File: config.mk
export PLATFORM = sky130hd
export DESIGN_NAME = det1011_arb2_flat
export DESIGN_NICKNAME = d
export VERILOG_FILES = /design/src/rtl/det1011_arb2_pkg.sv /design/src/rtl/det1011_arb2_if.sv /design/src/rtl/det1011_arb2_core.sv /design/src/rtl/det1011_arb2.sv /design/src/flat_wrapper.sv
export SDC_FILE = /design/constraint.sdc
export NUM_CORES = 1
export LEC_CHECK = 0
export CORE_MARGIN = 3
export CORE_UTILIZATION = 60
export CTS_BUF_LIST = sky130_fd_sc_hd__clkbuf_16
export DETAILED_ROUTE_END_ITERATION = 16
export DONT_BUFFER_PORTS = 1
export PLACE_DENSITY = 0.76
export SETUP_SLACK_MARGIN = 0.02
export SLEW_MARGIN = 20
export SYNTH_ARGS = -nofsm -noshare
export SYNTH_HDL_FRONTEND = slang
export SYNTH_HIERARCHICAL = 1
export SYNTH_SLANG_ARGS = --single-unit
File: constraint.sdc
create_clock -name Clock -period 2.9 [get_ports Clock]
set_input_delay 0.29 -clock Clock [delete_from_list [all_inputs] [get_ports Clock]]
set_output_delay 0.29 -clock Clock [all_outputs]
set_load 0.1 [all_outputs]
File: src/rtl/det1011_arb2_pkg.sv
// rtl/det1011_arb2_pkg.sv - shared types and helpers for the 1011 detector scheduler
// Contents: FSM state enum, detector context type, context reset value,
// saturating 16-bit add used by the optional per-channel hit counters.
package det_pkg;

  typedef enum logic [1:0] {
    IDLE,
    LOAD,
    SHIFT,
    DONE
  } state_t;

  typedef logic [1:0] ctx_t;

  localparam ctx_t CTX_RST = 2'b00;

  function automatic logic [15:0] sat_add16(input logic [15:0] a, input logic [15:0] b);
    logic [16:0] s;
    s = {1'b0, a} + {1'b0, b};
    return s[16] ? 16'hFFFF : s[15:0];
  endfunction

endpackage

File: src/rtl/det1011_arb2_if.sv
// rtl/det1011_arb2_if.sv - request/result bundle for det1011_arb2
// Signals: req0/req1 valid, data, ready (per-channel word handshake);
// res_valid, res_ch, res_hits (one-cycle result pulse, no backpressure).
// Modports: master = requester/consumer side, slave = scheduler side.
interface det1011_arb2_if #(
  parameter int DATA_W = 8,
  parameter int HIT_W  = $clog2(DATA_W + 1)
);
  logic              req0_valid;
  logic [DATA_W-1:0] req0_data;
  logic              req0_ready;
  logic              req1_valid;
  logic [DATA_W-1:0] req1_data;
  logic              req1_ready;
  logic              res_valid;
  logic              res_ch;
  logic [HIT_W-1:0]  res_hits;

  modport master (
    output req0_valid, req0_data, req1_valid, req1_data,
    input  req0_ready, req1_ready, res_valid, res_ch, res_hits
  );

  modport slave (
    input  req0_valid, req0_data, req1_valid, req1_data,
    output req0_ready, req1_ready, res_valid, res_ch, res_hits
  );
endinterface

File: src/rtl/det1011_arb2_core.sv
// rtl/det1011_arb2_core.sv - one-bit step of the serial 1011 Mealy detector
// Ports: Clock, Reset (async, active-high); load/load_state restore a saved
// context (load wins over en); en shifts in x; y is the combinational hit,
// state is the 2-bit detector context to be saved back.
module det1011_core
  import det_pkg::*;
(
  input  logic Clock,
  input  logic Reset,
  input  logic en,
  input  logic load,
  input  ctx_t load_state,
  input  logic x,
  output logic y,
  output ctx_t state
);

  // state[0]: last bit was 1; state[1]: prefix "10" or "101" is pending
  assign y = state[1] & state[0] & x;

  always_ff @(posedge Clock or posedge Reset) begin
    if (Reset) begin
      state <= CTX_RST;
    end else if (load) begin
      state <= load_state;
    end else if (en) begin
      state <= {(state[0] & ~x) | (state[1] & ~state[0] & x), x};
    end
  end

endmodule

File: src/rtl/det1011_arb2.sv
// rtl/det1011_arb2.sv - two-channel round-robin scheduler sharing one 1011 detector
// Ports: Clock, Reset (async, active-high); bus (det1011_arb2_if.slave) carries
// both request handshakes and the result pulse; ctx_clr[i] clears channel i
// context while IDLE.
// Optional: DET_HITCNT_EN adds hit_cnt0/hit_cnt1 saturating per-channel totals.
module det1011_arb2
  import det_pkg::*;
#(
  parameter int DATA_W = 8,
  parameter int HIT_W  = $clog2(DATA_W + 1)
) (
  input  logic                  Clock,
  input  logic                  Reset,
  det1011_arb2_if.slave         bus,
`ifdef DET_HITCNT_EN
  output logic [15:0]           hit_cnt0,
  output logic [15:0]           hit_cnt1,
`endif
  input  logic [1:0]            ctx_clr
);

  localparam int CNT_W = (DATA_W > 1) ? $clog2(DATA_W) : 1;

  state_t            state, nstate;
  logic              last_grant, grant, win, any_valid;
  logic [DATA_W-1:0] shreg;
  logic [CNT_W-1:0]  bitcnt;
  logic [HIT_W-1:0]  acc, acc_next;
  ctx_t              ctx0, ctx1, core_state;
  logic              core_y;

  det1011_core u_core (
    .Clock      (Clock),
    .Reset      (Reset),
    .en         (state == SHIFT),
    .load       (state == LOAD),
    .load_state (grant ? ctx1 : ctx0),
    .x          (shreg[DATA_W-1]),
    .y          (core_y),
    .state      (core_state)
  );

  // On a tie the channel that did not win last time gets the grant
  assign any_valid = bus.req0_valid | bus.req1_valid;
  assign win       = bus.req1_valid & (~bus.req0_valid | ~last_grant);
  assign acc_next  = acc + HIT_W'(core_y);

  always_ff @(posedge Clock or posedge Reset) begin
    if (Reset) state <= IDLE;
    else       state <= nstate;
  end

  always_comb begin
    nstate         = state;
    bus.req0_ready = 1'b0;
    bus.req1_ready = 1'b0;
    case (state)
      IDLE: begin
        // Gated by Reset so ready is low while reset is held
        bus.req0_ready = ~Reset & bus.req0_valid & ~win;
        bus.req1_ready = ~Reset & bus.req1_valid & win;
        if (any_valid) nstate = LOAD;
      end
      LOAD:  nstate = SHIFT;
      SHIFT: if (bitcnt == '0) nstate = DONE;
      DONE:  nstate = IDLE;
      default: nstate = IDLE;
    endcase
  end

  always_ff @(posedge Clock or posedge Reset) begin
    if (Reset) begin
      last_grant    <= 1'b1;
      grant         <= 1'b0;
      shreg         <= '0;
      bitcnt        <= '0;
      acc           <= '0;
      ctx0          <= CTX_RST;
      ctx1          <= CTX_RST;
      bus.res_valid <= 1'b0;
      bus.res_ch    <= 1'b0;
      bus.res_hits  <= '0;
`ifdef DET_HITCNT_EN
      hit_cnt0      <= '0;
      hit_cnt1      <= '0;
`endif
    end else begin
      bus.res_valid <= 1'b0;
      case (state)
        IDLE: begin
          if (ctx_clr[0]) ctx0 <= CTX_RST;
          if (ctx_clr[1]) ctx1 <= CTX_RST;
`ifdef DET_HITCNT_EN
          if (ctx_clr[0]) hit_cnt0 <= '0;
          if (ctx_clr[1]) hit_cnt1 <= '0;
`endif
          if (any_valid) begin
            grant      <= win;
            last_grant <= win;
            shreg      <= win ? bus.req1_data : bus.req0_data;
          end
        end
        LOAD: begin
          bitcnt <= CNT_W'(DATA_W - 1);
          acc    <= '0;
        end
        SHIFT: begin
          shreg  <= shreg << 1;
          acc    <= acc_next;
          bitcnt <= bitcnt - CNT_W'(1);
          // Result registers are loaded on the last shift so they are live in DONE
          if (bitcnt == '0) begin
            bus.res_valid <= 1'b1;
            bus.res_ch    <= grant;
            bus.res_hits  <= acc_next;
          end
        end
        DONE: begin
          if (grant) ctx1 <= core_state;
          else       ctx0 <= core_state;
`ifdef DET_HITCNT_EN
          if (grant) hit_cnt1 <= sat_add16(hit_cnt1, 16'(bus.res_hits));
          else       hit_cnt0 <= sat_add16(hit_cnt0, 16'(bus.res_hits));
`endif
        end
        default: ;
      endcase
    end
  end

endmodule

File: src/flat_wrapper.sv
// flat-port wrapper written by rule: the top's interface ports become plain ports
module det1011_arb2_flat import det_pkg::*;
#(
  parameter int DATA_W = 8,
  parameter int HIT_W  = $clog2(DATA_W + 1)
)
  (Clock, Reset, ctx_clr, bus_req0_valid, bus_req0_data, bus_req1_valid, bus_req1_data, bus_req0_ready, bus_req1_ready, bus_res_valid, bus_res_ch, bus_res_hits);
  det1011_arb2_if #(.DATA_W(DATA_W), .HIT_W(HIT_W)) bus_i ();
  input  logic Clock;
  input  logic Reset;
  input  logic [1:0] ctx_clr;
  input wire logic [$bits(bus_i.req0_valid)-1:0] bus_req0_valid;
  input wire logic [$bits(bus_i.req0_data)-1:0] bus_req0_data;
  input wire logic [$bits(bus_i.req1_valid)-1:0] bus_req1_valid;
  input wire logic [$bits(bus_i.req1_data)-1:0] bus_req1_data;
  output wire logic [$bits(bus_i.req0_ready)-1:0] bus_req0_ready;
  output wire logic [$bits(bus_i.req1_ready)-1:0] bus_req1_ready;
  output wire logic [$bits(bus_i.res_valid)-1:0] bus_res_valid;
  output wire logic [$bits(bus_i.res_ch)-1:0] bus_res_ch;
  output wire logic [$bits(bus_i.res_hits)-1:0] bus_res_hits;
  assign bus_i.req0_valid = bus_req0_valid;
  assign bus_i.req0_data = bus_req0_data;
  assign bus_i.req1_valid = bus_req1_valid;
  assign bus_i.req1_data = bus_req1_data;
  assign bus_req0_ready = bus_i.req0_ready;
  assign bus_req1_ready = bus_i.req1_ready;
  assign bus_res_valid = bus_i.res_valid;
  assign bus_res_ch = bus_i.res_ch;
  assign bus_res_hits = bus_i.res_hits;
  det1011_arb2 #(.DATA_W(DATA_W), .HIT_W(HIT_W)) u_core (.Clock(Clock), .Reset(Reset), .bus(bus_i), .ctx_clr(ctx_clr));
endmodule
==> results of run 1 <==
-- what timing repair did --
item,CTS,global route
gates resized for setup,0,0
hold buffers,1,0
endpoints found under the hold margin,30,0
-- flip-flops by register name, indices dropped and copies added (netlist names) --
register and cells:
u_core/shreg 8, u_core/acc 4, u_core/bus.res_hits 4, u_core/bitcnt 3
u_core/ctx0 2, u_core/ctx1 2, u_core/state 2, u_core/u_core/state 2
u_core/bus.res_ch 1, u_core/bus.res_valid 1, u_core/grant 1, u_core/last_grant 1
-- power by group through the flow --
| stage | Sequential, mW | Clock (mW) | Combinational, mW |
|---|---|---|---|
| 5_1_grt | 0.723 | 0.513 | 0.921 |
| 3_5_place_dp | 0.707 | 0 | 0.814 |
| 3_3_place_gp | 0.696 | 0 | 0.781 |
| 6_report | 0.701 | 0.484 | 0.833 |
| 4_1_cts | 0.701 | 0.492 | 0.825 |
| 2_1_floorplan | 0.672 | 0 | 0.717 |
-- metrics by stage --
step | setup slack, ns | util | total power [mW] | hold slack [ns]
after global placement | 1.03 | 0.668 | 1.48 | 0.0438
after CTS | 0.801 | 0.725 | 2.02 | 0.0793
final | 0.802 | 0.725 | 2.02 | 0.0802
after global routing | 0.693 | 0.725 | 2.16 | 0.0913
after floorplan | 0.448 | - | 1.39 | 0.0312
after detailed placement | 0.942 | 0.668 | 1.52 | 0.0408
-- layer usage --
layer  vias up  wire, um  GRT usage
met5         -         0          0
met1       603      1550      0.270
li1        605         -          -
met3         4       134     0.0540
met2        33      1720      0.363
met4         0        27     0.0886
-- kinds of logic (layout without fill, tap and decap cells) --
| group | Yosys count | in the layout | synth area share |
|---|---|---|---|
| buf+inv | 23 | 29 | 0.0658 |
| compound gates | 49 | 49 | 0.194 |
| fa+ha+maj | 9 | 9 | 0.0651 |
| mux | 12 | 12 | 0.0803 |
| xor+xnor | 2 | 2 | 0.0101 |
| flops | 31 | 31 | 0.449 |
| simple gates | 42 | 42 | 0.135 |
-- worst max-delay path by stage --
| stage | cells after the start | endpoint | slack [ns] |
|---|---|---|---|
| final | 4 | bus_req1_ready | 0.80 |
| after global routing | 5 | bus_req0_ready | 0.69 |
| after CTS | 5 | bus_req0_ready | 0.80 |
| after detailed placement | 5 | u_core/shreg[1] | 0.94 |
| after global placement | 5 | u_core/shreg[7] | 1.03 |
| after floorplan | 5 | bus_req0_ready | 0.45 |
-- cell type report --
class	instances	area, sq um	area share
Timing Repair Buffer	5	40.0	0.0211
Clock inverter	3	12.5	0.00661
Tap cell	30	37.5	0.0198
Sequential cell	31	777	0.410
Clock buffer	5	125	0.0661
Multi-Input combinational cell	114	841	0.444
Inverter	16	60.1	0.0317
-- placed cells by master, fill, tap and decap left out, types with 2 or more instances in the layout --
| cell type | count |
|---|---|
| a21oi_1 | 5 |
| a221oi_1 | 7 |
| a31oi_1 | 4 |
| a32o_1 | 2 |
| and2_1 | 9 |
| buf_4 | 4 |
| clkbuf_16 | 5 |
| dfrtp_1 | 30 |
| ha_1 | 9 |
| inv_1 | 17 |
| mux2_2 | 7 |
| mux2_4 | 2 |
| mux2i_1 | 3 |
| nand2_1 | 5 |
| nand2b_1 | 2 |
| nand3_1 | 6 |
| nand3b_1 | 2 |
| nor2_1 | 9 |
| nor2_2 | 2 |
| nor2b_1 | 3 |
| o21ai_0 | 15 |
| o31ai_1 | 7 |
| xnor2_1 | 2 |
-- worst register-to-register path, delay by kind of cell, from the launching register on --
family	cells	cell delay, ns
adder cells (fa/ha/maj)	1	0.46
buffers and inverters	1	0.11
AO/OA/AOI/OAI	1	0.13
flip-flops	1	0.43
AND/OR/NAND/NOR	2	0.74
==> run metrics, run 1 <==
status=complete, no violations; synthesized area=approximately 1700 sq um; starting density of the core=0.662; Worst Path Buf+Inv=2; hold depth=1; CP Class=flip-flop to output port; Clock Latency Late Sink=around 0.27 ns; top_reg_cell synth=dfrtp_1; Ports=30; min-delay src=bus_req0_valid; worst slew pin tran=0.919 ns; final setup fails=0; Worst Path Max Fanout=12; post-route ant nets=0; Max Cap Viol=0; final period utilization=0.723; clock power share=0.240; setup bufs post-CTS=0; first-pass GRT wire length=a little under 6000 um; top cells by area, synth=dfrtp_1 43%, ha_1 6.5%, mux2_2 4.6%, o21ai_0 4.3%, a221oi_1 3.5%; CTS root buffer=clkbuf_16; Core Region=2610 sq um; dpl cell area=between 1500 and 2000 sq um; GP Congestion=0.823; dpl cells=195; Synth warnings=6; top-count cell post-synth=dfrtp_1; Leak=around 0.9 nW; top-area cell type share of the netlist area=0.434; Synth area leader=dfrtp_1; WP data required=2.61 ns; ys async rst share=1.00; antenna violations before repair=0; Die Area=~3600 sq um; Reg2Reg Setup Slack=approximately 0.92 ns; Reg clk slew, reported paths=~0.050 ns; critical path, cell by cell=inv_1, ha_1, and3_1, buf_4; Fill cells=slightly above 200; GRT overflow=0; switching share of power=0.388; post-synth cell types=40; Setup crit end kind=output port; routed wire length=3440 um; arrival time worst endpoint=approximately 1.8 ns; syn_nets=approximately 200; internal power=around 1.2 mW; CP peak stage delay=approximately 0.46 ns; Relative slew margins=0.388; Synth top cells by count=30 x dfrtp_1, 15 x inv_1, 15 x o21ai_0, 10 x nor2_1; unrepaired setup endpoints after global routing=false; Comb pwr share=0.413; Pwr Density=between 1000 and 1500 nW/um^2; Seq pwr share=0.347; I/O Buffers=0; DR WL/cell=between 15 and 20 um; Worst setup SP type=flip-flop; Syn Area/Cell=a little over 10 sq um; vias in the first global route=1309; cts bufs inserted=5; NumNets Final=204; FF-to-FF Start=u_core/state[0]; TritonCTS clock tree=built; Max Slew Vio Count=0; Initial DRC Count=57; GRT Util Overall=0.218; Seq cells post-synth=31; final hold violation count=0; worst reg2reg endpoint=u_core/shreg[1]; Cells after Synth=between 150 and 200; Crit-path slowest cell=ha_1; CTS sink count=31; final setup skew=about 0.0053 ns; switching power=around 0.78 mW; max frequency=477 MHz; final worst path period need=between 2 and 2.5 ns; routed via count=~1200; worst hold path endpoint=u_core/last_grant; final setup TNS=0 ns; Post-synth EDFFs=0; peak supply drop=roughly 1100 uV; ANT cells=0; Rows=18; Die Span Y=roughly 60 um; area grow syn2layout=9.48%; TritonRoute pass-1 iters=4; DRC=0; Chip Width=around 60 um; detailed-placement wirelength estimate=around 2400 um; fin cells=~200; Setup crit start=u_core/state[0]; design area=roughly 1900 sq um; fraction of layout instances using a drive strength above 1=0.149; H-tree levels=2; Worst Hold Class=input pin to flip-flop; DR vias/cell=approximately 6.1; clk buf depth=2; CP top delay family=adder cells; largest net degree at the start of global routing=31; register area share after synthesis=0.449; R2R depth=5
No activity file was read; power rests on OpenSTA's default activity.
==> inputs of run 2 (changes only) <==
--- a/config.mk
+++ b/config.mk
@@ -6,11 +6,11 @@
 export NUM_CORES = 1
 export LEC_CHECK = 0
 export CORE_MARGIN = 3
-export CORE_UTILIZATION = 60
+export CORE_UTILIZATION = 56
 export CTS_BUF_LIST = sky130_fd_sc_hd__clkbuf_16
 export DETAILED_ROUTE_END_ITERATION = 16
 export DONT_BUFFER_PORTS = 1
-export PLACE_DENSITY = 0.76
+export PLACE_DENSITY = 0.74
 export SETUP_SLACK_MARGIN = 0.02
 export SLEW_MARGIN = 20
 export SYNTH_ARGS = -nofsm -noshare
==> constraint.sdc (replaced) <==
create_clock -name Clock -period 1.9 [get_ports Clock]
set_input_delay 0.19 -clock Clock [delete_from_list [all_inputs] [get_ports Clock]]
set_output_delay 0.19 -clock Clock [all_outputs]
set_load 0.1 [all_outputs]
==> run 2 against run 1 <==
Compared with the run above:
- non-clock buffer count rose by 12
- sequential power rose by 51%
- sequential share of layout area fell by 2.4 points
- clock power increased by 50%
- clock skew shrank 0.0034 ns
- critical path depth rose by 1
- wire length up 3.3%
- design area rose by 6.3%
==> run metrics, run 2 (synthesis results as in run 1) <==
final hold violation count=0; Worst Hold Class=input pin to flip-flop; Max Cap Viol=0; post-route ant nets=0; NumNets Final=roughly 220; ANT cells=0; routed wire length=about 3600 um; routed via count=between 1000 and 1500; DRC=0; max FFs per register=8; CP Class=flip-flop to output port; Die Span Y=61.6 um; worst setup margin=between 0.08 and 0.09 ns; most frequent cells in the layout=30 x dfrtp_1, 15 x inv_1, 15 x o21ai_0; final period utilization=0.957; area grow syn2layout=16.4%; starting density of the core=0.606; fraction of layout instances using a drive strength above 1=0.211; vias in the first global route=~1300; Biggest register=u_core/shreg; TritonCTS clock tree=built; register area=approximately 780 sq um; status=complete, no violations; dpl cells=206; TritonRoute pass-1 iters=4; multi-input logic area=~840 sq um; Relative slew margins=0.748; Worst setup SP type=flip-flop; DR vias/cell=5.95; detailed-placement wirelength estimate=about 2600 um; Ports=30; CTS sink count=31; Initial DRC Count=80; final worst path period need=between 1.5 and 2 ns; arrival time worst endpoint=1.63 ns; GP Congestion=between 0.7 and 0.8; Reg clk slew, reported paths=~0.050 ns; Rows=19; I/O Buffers=0; GRT Util Overall=0.215; first-pass GRT wire length=5840 um; max frequency=550 MHz; H-tree levels=2; peak supply drop=about 980 uV; largest net degree at the start of global routing=30; Core Region=between 2000 and 3000 sq um; commonest non-fill, non-tap cell in the layout=dfrtp_1; WP data required=1.71 ns; cts bufs inserted=5; design area=between 2000 and 2500 sq um; unrepaired setup endpoints after global routing=true; Max Slew Vio Count=0; CTS root buffer=clkbuf_16; dpl cell area=~1800 sq um; final setup fails=0; Leak=between 0.9 and 1 nW; fin cells=216; Regs by FF count=u_core/shreg x8, u_core/acc x4, u_core/bus.res_hits x4; Die Area=3790 sq um; antenna violations before repair=0; Clock Latency Late Sink=approximately 0.27 ns; clk buf depth=2; Fill cells=210; Pwr Density=about 1600 nW/um^2; worst slew pin tran=between 0.3 and 0.4 ns; GRT overflow=0; Pwr Total=~3.2 mW; DR WL/cell=approximately 16 um; pre-CTS setup slack=0.0866 ns; Setup crit end kind=output port; Worst Path Max Fanout=12; Chip Width=between 60 and 70 um; final setup skew=between 0.0015 and 0.002 ns
-- run 2: changes by cell type in the layout (fill, tap and decap cells not counted), sizes merged --
| cell | before | now |
|---|---|---|
| buf | 4 | 15 |
| inv | 17 | 15 |
| clkinv | 2 | 3 |
| dlygate4sd3 | 1 | 2 |
-- run 2: worst paths after layout --
path	slack [ns]	depth (start not counted)	from	end
min in group asynchronous	0.26	2	Reset	u_core/u_core/state[0]
worst max register to register	0.14	5	u_core/state[0]	u_core/state[1]
max in group asynchronous	1.10	3	Reset	u_core/last_grant
worst max-delay path	0.08	5	u_core/state[0]	bus_req0_ready
worst min register to register	0.50	1	u_core/shreg[0]	u_core/shreg[0]
worst min-delay path	0.02	1	bus_req0_valid	u_core/grant
-- run 2: worst max-delay path, cell delays in order (launching register included) --
cell and delay, ns:
dfrtp_1 0.43, inv_1 0.12, ha_2 0.34, nand3_1 0.13, nor2_2 0.15, buf_12 0.19
-- run 2: layout make-up --
type,count,share of cell area
Multi-Input combinational cell,114,0.420
Timing Repair Buffer,17,0.0784
Clock buffer,5,0.0622
Clock inverter,2,0.00435
Inverter,16,0.0299
Sequential cell,31,0.386
Tap cell,31,0.0193
-- run 2: per-layer routing --
metal,up-vias,wire length (um),global-route usage
li1,631,-,-
met1,613,1540,0.257
met2,29,1780,0.342
met3,12,155,0.0734
met4,0,80,0.112
met5,-,0,0
-- run 2: power by group --
group | switching [mW] | leakage (nW) | internal, mW | total [mW]
clock network | 0.256 | 0.0671 | 0.468 | 0.724
logic | 0.779 | 0.496 | 0.608 | 1.39
registers | 0.171 | 0.393 | 0.890 | 1.06
-- run 2: stage by stage --
stage / util / hold slack (ns) / setup TNS [ns]
after global routing: 0.705 / 0.0236 / -0.00223
after CTS: 0.703 / 0.0161 / 0
final: 0.705 / 0.0222 / 0
after global placement: 0.648 / -0.0582 / 0
after detailed placement: 0.648 / -0.0522 / 0
after floorplan: - / -0.0688 / 0
-- run 2: what timing repair did --
| item | in CTS | in global routing |
|---|---|---|
| resized for setup | 1 | 0 |
| pin swaps | 0 | 1 |
| buffers inserted | 0 | 1 |
| hold endpoints to repair | 31 | 0 |
| endpoints found under the setup margin | 2 | 4 |
| gates cloned | 0 | 0 |
| hold buffers | 2 | 0 |
==> inputs of run 3 (changes only) <==
--- a/config.mk
+++ b/config.mk
@@ -5,6 +5,7 @@
 export SDC_FILE = /design/constraint.sdc
 export NUM_CORES = 1
 export LEC_CHECK = 0
+export ABC_AREA = 1
 export CORE_MARGIN = 3
 export CORE_UTILIZATION = 56
 export CTS_BUF_LIST = sky130_fd_sc_hd__clkbuf_16
==> run 3 against run 2 <==
Compared with the run above:
- non-clock buffer count shrank 7
- sequential cell count is the same
- design area shrank 3.9%
- fmax grew 4.2%
- critical endpoint unchanged
- largest cell class unchanged
- largest power group unchanged
- highest routed layer unchanged
==> run metrics, run 3 <==
ANT cells=0; switching share of power=0.411; Post-synth EDFFs=0; final hold violation count=0; cts bufs inserted=5; Synth warnings=6; post-layout util=0.689; ys async rst share=1.00; DR WL/cell=~13 um; Reg clk slew, reported paths=roughly 0.05 ns; GRT Util Overall=0.210; Leak=1.05 nW; top-count cell post-synth=nand2_1; post-route ant nets=0; Hold Slack=approximately 0.13 ns; Pwr Density=about 1500 nW/um^2; Crit-path slowest cell=dfrtp_1; Initial DRC Count=between 100 and 150; clock power share=0.254; internal power=about 1.7 mW; Clock Latency Late Sink=0.27 ns; Biggest register=u_core/shreg; Max Cap Viol=0; Seq cells post-synth=31; synthesized area=roughly 1700 sq um; CP peak stage delay=0.43 ns; Synth top cells by count=82 x nand2_1, 30 x dfrtp_1, 24 x nand3_1, 23 x inv_1, 21 x nor2_1; CP Class=flip-flop to output port; CTS root buffer=clkbuf_16; DRC=0; DR vias/cell=around 5.4; final setup fails=0; Cells after Synth=220; vias in the first global route=1290; top cells by area, synth=dfrtp_1 45%, nand2_1 18%, nand3_1 7.2%, ha_1 6.7%, inv_1 5.2%; antenna violations before repair=0; Most Crowded Layer GR=met2; area grow syn2layout=15.7%; Rows=19; Synth area leader=dfrtp_1; largest net degree at the start of global routing=30; Seq pwr share=0.341; first-pass GRT wire length=between 5000 and 6000 um; top_reg_cell synth=dfrtp_1; Worst Hold Class=input pin to flip-flop; Comb pwr share=0.405; commonest non-fill, non-tap cell in the layout=nand2_1; met3 usage=0.0681; Worst Path Buf+Inv=2; Setup crit end kind=output port; starting density of the core=0.595; Ports=30; TritonCTS clock tree=built; routed wire length=~3400 um; H-tree levels=2; CTS sink count=31; most frequent cells in the layout=81 x nand2_1, 30 x dfrtp_1, 24 x inv_1; Worst Path Max Fanout=8; post-synth cell types=21; syn_nets=~250; Relative slew margins=0.754; max FFs per register=8; final period utilization=0.918; Max Slew Vio Count=0; Die Span Y=about 61 um; I/O Buffers=0; TritonRoute pass-1 iters=4; CP top delay family=flip-flops; max frequency=approximately 570 MHz; clk buf depth=2; Regs by FF count=u_core/shreg x8, u_core/acc x4, u_core/bus.res_hits x4; critical path, cell by cell=inv_1, ha_2, nand3_1, nor2_2, buf_12; switching power=1.22 mW; routed via count=roughly 1400; peak supply drop=942 uV; Worst setup SP type=flip-flop; Chip Width=60.6 um; GRT overflow=0; GR Layer Usage met2=0.336; GP Congestion=a little over 0.8; NumNets Final=about 260; final worst path period need=1.75 ns; worst slew pin tran=around 0.37 ns; detailed-placement wirelength estimate=2380 um; Syn Area/Cell=between 7 and 8 sq um; register area share after synthesis=0.465; top-area cell type share of the netlist area=0.449; Die Area=3670 sq um; final setup skew=between 0.004 and 0.005 ns; met1 Usage GRT=0.261; status=complete, no violations; arrival time worst endpoint=1.56 ns; WP data required=around 1.7 ns; fraction of layout instances using a drive strength above 1=0.111; unrepaired setup endpoints after global routing=false; Core Region=around 2800 sq um
-- run 3: cell types whose count changed after synthesis, moves of 7 or more --
| cell | change |
|---|---|
| o31ai_1 | -7 |
| nand2_1 | +77 |
| and2_1 | -9 |
| nor2_1 | +11 |
| inv_1 | +8 |
| a221oi_1 | -7 |
| mux2_2 | -7 |
| nand3_1 | +18 |
-- run 3: logic make-up (layout without fill, tap and decap cells) --
kind of cell | Yosys count | in the layout | share of synthesized area
adders and majority gates | 9 | 9 | 0.0674
and+or+nand+nor | 131 | 131 | 0.323
buffers and inverters | 28 | 42 | 0.0749
xor gates and xnor gates | 1 | 1 | 0.00524
DFF | 31 | 31 | 0.465
AOI/OAI and AO/OA | 20 | 20 | 0.0644
-- run 3: worst min-delay path, cell delays in order --
cell and delay [ns]:
nand2_1 0.03, nand3_1 0.06, nand2_1 0.05, nand2_1 0.05
-- run 3: cell type report --
type	count	area (sq um)
fill	222	872
multi-input combinational	161	783
sequential	31	777
clock buffer	5	125
timing repair buffer	10	103
inverter	24	90.1
tap	31	38.8
clock inverter	3	16.3
-- run 3: repair_timing --
| action | CTS | global route |
|---|---|---|
| endpoints found under the setup margin | 0 | 3 |
| endpoints found under the hold margin | 30 | 0 |
| hold buffers | 1 | 0 |
| resized for setup | 0 | 3 |
| buffers inserted | 0 | 0 |
-- run 3: final timing paths --
check                                  start                     end  slack, ns  cells past startpoint
min                         bus_req0_data[6]         u_core/shreg[6]       0.13                      4
min reg2reg                u_core/last_grant       u_core/last_grant       0.48                      2
max                          u_core/state[1]          bus_req0_ready       0.15                      5
min in group asynchronous              Reset  u_core/u_core/state[0]       0.25                      2
max in group asynchronous              Reset       u_core/last_grant       1.09                      3
max reg2reg                  u_core/state[0]  u_core/bus.res_hits[1]       0.29                      4
-- run 3: stage by stage --
stage | instance area, sq um | worst slack, ns | power [mW] | cells | setup TNS, ns
floorplan | 1680 | -0.133 | 1.98 | 220 | -0.133
global placement | 1770 | 0.371 | 2.12 | 256 | 0
detailed placement | 1770 | 0.228 | 2.19 | 256 | 0
CTS | 1920 | 0.0615 | 2.95 | 265 | 0
global route | 1930 | 0.0355 | 3.20 | 265 | 0
finish | 1930 | 0.155 | 2.96 | 265 | 0
-- run 3: power groups by stage --
| stage | clock network (mW) | registers (mW) | logic [mW] |
|---|---|---|---|
| after floorplan | 0 | 0.990 | 0.989 |
| after global placement | 0 | 1.00 | 1.12 |
| after detailed placement | 0 | 1.02 | 1.17 |
| after CTS | 0.760 | 1.01 | 1.19 |
| after global routing | 0.790 | 1.04 | 1.38 |
| final | 0.753 | 1.01 | 1.20 |
-- run 3: layer usage --
layer / share of wire / routed length [um]
met1: 0.45 / 1520
met2: 0.48 / 1620
met3: 0.057 / 192
met4: 0.0051 / 17
met5: 0 / 0
